==> src/rtl/max_idx_seq.sv <==
`default_nettype none
// ============================================================================
// Module   : max_idx_seq
// Purpose  : Handshaked argmax engine. Returns the index and value of the
//            largest of N signed inputs by reducing a working list with
//            NCMP time-multiplexed compare-and-select units. The lowest
//            index wins ties.
// Ports    : clk        - clock, rising edge
//            reset_n    - asynchronous active-low reset
//            in_valid   - frame (inputs, mask) valid
//            in_ready   - engine can accept a frame
//            inputs     - N x WIDTH signed candidates, element i has index i
//            mask       - (MAX_IDX_MASK_EN only) bit i=1 excludes element i
//            out_valid  - result valid, held until out_ready
//            out_ready  - consumer accepts result
//            idx        - index of the maximum
//            max_val    - value of the maximum
//            none       - (MAX_IDX_MASK_EN only) every element was masked
// Config   : define MAX_IDX_MASK_EN to add the mask/none ports and the
//            dead-entry handling.
// Revision : 1.0 - initial release
// ============================================================================
module max_idx_seq #(
    parameter int WIDTH = 8,
    parameter int N     = 10,
    parameter int NCMP  = 3,
    localparam int IDX_W = (N > 1) ? $clog2(N) : 1
) (
    input  logic                    clk,
    input  logic                    reset_n,
    input  logic                    in_valid,
    output logic                    in_ready,
    input  logic [N-1:0][WIDTH-1:0] inputs,
`ifdef MAX_IDX_MASK_EN
    input  logic [N-1:0]            mask,
    output logic                    none,
`endif
    output logic                    out_valid,
    input  logic                    out_ready,
    output logic [IDX_W-1:0]        idx,
    output logic signed [WIDTH-1:0] max_val
);

    localparam int CNT_W = $clog2(N + 1);

    typedef struct packed {
        logic signed [WIDTH-1:0] val;
        logic [IDX_W-1:0]        idx;
`ifdef MAX_IDX_MASK_EN
        logic                    live;
`endif
    } entry_t;

    typedef enum logic [1:0] {
        S_IDLE   = 2'd0,
        S_REDUCE = 2'd1,
        S_OUT    = 2'd2
    } state_t;

    state_t                  state_q;
    logic [CNT_W-1:0]        cnt_q;
    logic [CNT_W-1:0]        cnt_d;
    entry_t                  w_q     [N];
    entry_t                  w_d     [N];
    entry_t                  ld      [N];
    entry_t                  cmp_res [N];
    int                      n_pairs;
    logic                    out_valid_q;
    logic [IDX_W-1:0]        idx_q;
    logic signed [WIDTH-1:0] max_val_q;
`ifdef MAX_IDX_MASK_EN
    logic                    none_q;
`endif

    // Operand a always carries the lower original index, so keeping a on
    // equality gives lowest-index-wins tie breaking.
    function automatic entry_t sel(input entry_t a, input entry_t b);
        entry_t r;
`ifdef MAX_IDX_MASK_EN
        if (a.live && b.live) begin
            r = ($signed(b.val) > $signed(a.val)) ? b : a;
        end else if (b.live) begin
            r = b;
        end else begin
            r = a;
        end
`else
        r = ($signed(b.val) > $signed(a.val)) ? b : a;
`endif
        return r;
    endfunction

    // Unit k pairs W[2k] with W[2k+1]; slots beyond the real units just pass
    // their entry through and are never selected.
    for (genvar k = 0; k < N; k++) begin : g_unit
        if (k < NCMP && 2 * k + 1 < N) begin : g_cmp
            assign cmp_res[k] = sel(w_q[2 * k], w_q[2 * k + 1]);
        end else begin : g_pass
            assign cmp_res[k] = w_q[k];
        end
    end

    // Frame load: every entry starts live unless masked.
    always_comb begin
        for (int j = 0; j < N; j++) begin
            ld[j].val  = inputs[j];
            ld[j].idx  = IDX_W'(j);
`ifdef MAX_IDX_MASK_EN
            ld[j].live = ~mask[j];
`endif
        end
    end

    // One reduction step: the P winners go to the front, the untouched tail
    // W[2P..] shifts down by P, preserving original index order.
    always_comb begin
        n_pairs = int'(cnt_q) >> 1;
        if (n_pairs > NCMP) begin
            n_pairs = NCMP;
        end
        for (int j = 0; j < N; j++) begin
            w_d[j] = w_q[j];
            if (j < n_pairs) begin
                w_d[j] = cmp_res[j];
            end else begin
                for (int s = 0; s < N; s++) begin
                    if (s == j + n_pairs) begin
                        w_d[j] = w_q[s];
                    end
                end
            end
        end
        cnt_d = cnt_q - CNT_W'(n_pairs);
    end

    always_ff @(posedge clk or negedge reset_n) begin
        if (!reset_n) begin
            state_q     <= S_IDLE;
            cnt_q       <= '0;
            out_valid_q <= 1'b0;
            idx_q       <= '0;
            max_val_q   <= '0;
`ifdef MAX_IDX_MASK_EN
            none_q      <= 1'b0;
`endif
            for (int j = 0; j < N; j++) begin
                w_q[j] <= '0;
            end
        end else begin
            case (state_q)
                S_IDLE: begin
                    if (in_valid) begin
                        for (int j = 0; j < N; j++) begin
                            w_q[j] <= ld[j];
                        end
                        cnt_q   <= CNT_W'(N);
                        state_q <= S_REDUCE;
                    end
                end
                S_REDUCE: begin
                    for (int j = 0; j < N; j++) begin
                        w_q[j] <= w_d[j];
                    end
                    cnt_q <= cnt_d;
                    if (cnt_d == CNT_W'(1)) begin
`ifdef MAX_IDX_MASK_EN
                        if (w_d[0].live) begin
                            idx_q     <= w_d[0].idx;
                            max_val_q <= w_d[0].val;
                            none_q    <= 1'b0;
                        end else begin
                            idx_q     <= '0;
                            max_val_q <= '0;
                            none_q    <= 1'b1;
                        end
`else
                        idx_q     <= w_d[0].idx;
                        max_val_q <= w_d[0].val;
`endif
                        out_valid_q <= 1'b1;
                        state_q     <= S_OUT;
                    end
                end
                S_OUT: begin
                    if (out_ready) begin
                        out_valid_q <= 1'b0;
                        if (in_valid) begin
                            for (int j = 0; j < N; j++) begin
                                w_q[j] <= ld[j];
                            end
                            cnt_q   <= CNT_W'(N);
                            state_q <= S_REDUCE;
                        end else begin
                            state_q <= S_IDLE;
                        end
                    end
                end
                default: begin
                    state_q <= S_IDLE;
                end
            endcase
        end
    end

    // Gated by reset_n so the engine never advertises ready while held in reset.
    assign in_ready  = reset_n &&
                       ((state_q == S_IDLE) || ((state_q == S_OUT) && out_ready));
    assign out_valid = out_valid_q;
    assign idx       = idx_q;
    assign max_val   = max_val_q;
`ifdef MAX_IDX_MASK_EN
    assign none      = none_q;
`endif

endmodule
`default_nettype wire

==> config.mk <==
export PLATFORM = sky130hd
export DESIGN_NAME = max_idx_seq
export DESIGN_NICKNAME = d
export VERILOG_FILES = /design/src/rtl/max_idx_seq.sv
export SDC_FILE = /design/constraint.sdc
export NUM_CORES = 1
export LEC_CHECK = 0
export BUFFER_PORTS_ARGS = -buffer_cell sky130_fd_sc_hd__buf_2
export CORE_MARGIN = 10
export CORE_UTILIZATION = 25
export DETAILED_ROUTE_END_ITERATION = 6
export PLACE_DENSITY = 0.5
export SYNTH_ARGS = -nofsm -noshare
export SYNTH_HDL_FRONTEND = slang
export SYNTH_SLANG_ARGS = --single-unit
==> constraint.sdc <==
create_clock -name clk -period 4.4 [get_ports clk]
set_clock_uncertainty 0.15 [all_clocks]
set_input_delay 0 -clock clk [delete_from_list [all_inputs] [get_ports clk]]
set_output_delay 0 -clock clk [all_outputs]
set_load 0.01 [all_outputs]
==> reports/metrics.cfg <==
[min_path]
hold_end=cmp_res[11]
min_path_type=in2reg
hold_depth=4
min_from=inputs[79]

[placed_design]
pre_cts_ws_ns=0.728
dpl_cell_area_mm2=0.0148
port_buffers=97
place_congestion=1.10
hpwl_mm=63.3

[critical_path]
slowest_delay_ns=0.62
setup.worst_path.end_class=register
critPathBufInv=1
r2r_start=cnt_q[1]
path_cells=a21oi_4, inv_2, ha_1, or3b_1, a21boi_1, o211ai_4, and2_1, a211o_1, a2bb2oi_1
crit_family=compound AO/OA/AOI/OAI gates
rr_worst_depth=9
rrSetupSlack_ns=0.60
criticalPathCategory=reg2reg
cpMaxStageDelayCell=o211ai_4
critPathMaxFanout=18
worstPathArrival_ns=4.04
start_kind=register
timing.rr.end=cmp_res[59]
cp.required_ns=4.64

[logic_synthesis]
ys_seq_area_share_pct=25.5
async_flop_share_pct=100
ys_ff_latch=139
yosys.cell_types.count=102
synth_edf_count=0
avgSynthCellArea_um2=7.56
ys.flop_type=dfrtp_1
synth_warnings=0
synthCells=1805
syn_area_mm2=0.0136

[routing]
ant_nets=0
drt_iter0_drc=2929
drc=5
viasPerCell=6.57
num_vias=17244
wire_per_inst_um=34.1
drt-total-wl_mm=89.5
dr.pass1.iters=7

[pwr]
power_frac_clock_pct=10.4
p_total_w=0.0166
peakVddDrop_mv=0.479
combinationalPowerShare_pct=67.7
p_sw_share_pct=59.9
powerDensity_mw_per_mm2=1010
p_switching_w=0.00992
p_int_w=0.00664
seq_power_share_pct=21.9
leakage_nw=6.56

[grt]
antenna_found_initial=3
grt_max_degree=81
grt_first_pass_wirelength_mm=126
grt_usage_pct=27.4
grt_pass1_vias=16129
overflow=0

[cells_and_area]
areaGrowthSynthToFinish_pct=19.7
stdcell_area_mm2=0.0163
drive_gt1_share_pct=14.9
fin_nets=2031
fillerInstances=5758

[floorplanning]
dieArea_mm2=0.0643
placementRows=85
core_area_mm2=0.0539
ios=98
die-height_um=254
die_w_um=254
start_util_pct=25.3

[status]
violations=design-rule violations, max-slew violations
outcome=finished with violations

[sta]
finalSetupViolations=0
final.setup.worst_slack_ns=0.601
worstMarginPinSlew_ns=1.53
min_period_ns=3.80
slew_headroom_pct=-1.87
hold_viol=0
slew_viol_final=31
tns_ns=0
rsz0062_at_grt=false
clock.fmax_mhz=263
fin_crit_sh_pct=86.3

[cts]
cts_tree=yes
numCtsBuffers=17
cts_buffer_depth=2
path_clk_slew_ns=0.07
root_buffer=clkbuf_16
cts.htree.levels=4
clk-insertion-delay-late_ns=0.51
cts.sinks=139

[job]
cap_violations=0

worst max path at each step:
stage,from,endpoint,slack [ns],cells past startpoint
3_5_place_dp,cnt_q[1],cmp_res[59],0.73,9
5_1_grt,cnt_q[2],w_q[108],0.52,8
2_1_floorplan,cnt_q[3],cmp_res[41],1.06,14
3_3_place_gp,cnt_q[1],cmp_res[59],0.76,9
6_report,cnt_q[1],cmp_res[59],0.60,9
4_1_cts,cnt_q[1],cmp_res[59],0.73,9
sequential cells by signal (all words and copies together), names as in the netlist:
signal     count
idx            4
out_valid      1
w_q           36
cmp_res       84
state_q        2
max_val        8
cnt_q          4
cell families after synthesis:
| family | count (synthesis) | share of synthesized area [%] |
|---|---|---|
| AO/OA/AOI/OAI | 774 | 38.9 |
| XOR/XNOR | 1 | 0.0642 |
| adder cells (fa/ha/maj) | 35 | 3.26 |
| buffers and inverters | 247 | 8.42 |
| flip-flops | 139 | 25.5 |
| multiplexers | 60 | 4.46 |
| other | 2 | 0.0550 |
| AND/OR/NAND/NOR | 547 | 19.4 |
cell usage after synthesis, types with 12 or more instances:
cell type	number	share of area, %
nor3_1	29	1.1
clkbuf_1	100	2.8
o31ai_1	24	1.3
nor2_1	151	4.2
and3_1	32	1.5
nand2_1	188	5.2
a21o_1	16	0.88
nand2b_1	17	0.78
a222oi_1	12	0.88
ha_1	34	3.1
o211ai_1	19	1.0
mux2i_1	54	4.0
buf_6	14	1.2
a22oi_1	32	1.8
inv_1	51	1.4
a211oi_1	70	3.9
a221oi_1	19	1.2
buf_2	50	1.8
nor2b_1	14	0.64
a21oi_1	175	6.4
nand3_1	40	1.5
dfrtp_1	139	25
o21ai_0	125	4.6
o22ai_1	61	2.8
o21ai_1	17	0.62
buf_4	14	0.77
a311oi_1	14	0.90
o221ai_1	42	2.7
a31oi_1	17	0.78
layout by cell type (no fill, tap or decap), types with 54 or more instances in the layout:
| master | n |
|---|---|
| dfrtp_1 | 136 |
| mux2i_1 | 54 |
| dlygate4sd3_1 | 83 |
| o21ai_0 | 123 |
| buf_2 | 96 |
| a21oi_1 | 174 |
| o22ai_1 | 61 |
| nor2_1 | 151 |
| a211oi_1 | 70 |
| nand2_1 | 188 |
| buf_4 | 89 |
layout make-up:
type	count	area, µm²	share of cell area (%)
clock inverter	14	229	1.40
clock buffer	18	429	2.63
antenna	2	5.00	0.0306
tap	696	871	5.33
timing repair buffer	271	2040	12.5
multi-input combinational	1425	9060	55.5
inverter	58	218	1.33
sequential	139	3480	21.3
worst min-delay path, delay by kind of cell:
kind	cells	cell delay, ns
and+or+nand+nor	2	0.08
buffers and inverters	2	0.61
power groups by stage:
stage / logic (W) / clock network (W) / registers, W
2_1_floorplan: 0.00720 / 0 / 0.00242
3_3_place_gp: 0.0106 / 0 / 0.00353
3_5_place_dp: 0.0106 / 0 / 0.00350
4_1_cts: 0.0107 / 0.00176 / 0.00348
5_1_grt: 0.0118 / 0.00180 / 0.00356
6_report: 0.0112 / 0.00172 / 0.00363
through the flow:
stage	util, %	cells	hold WS (ns)
finish	30.3	2623	0.0637
floorplan	-	1811	-0.446
CTS	30.3	2621	0.0469
global route	30.3	2621	0.0887
global placement	27.5	2505	-0.101
detailed placement	27.5	2505	-0.0865
layer usage:
layer | vias to the layer above | routed length [µm] | global-route usage, %
met5 | - | 0 | 0
met4 | 0 | 7130 | 18.9
met3 | 368 | 9790 | 7.04
met2 | 1353 | 36700 | 38.7
met1 | 8434 | 35900 | 35.7
li1 | 7089 | - | -
timing repair:
action / in CTS / in global routing
endpoints found under the setup margin: 0 / 0
hold buffers: 84 / 0
resized for setup: 0 / 0
setup buffers: 0 / 0
endpoints found under the hold margin: 221 / 0
(Power assumes the default switching activity.)
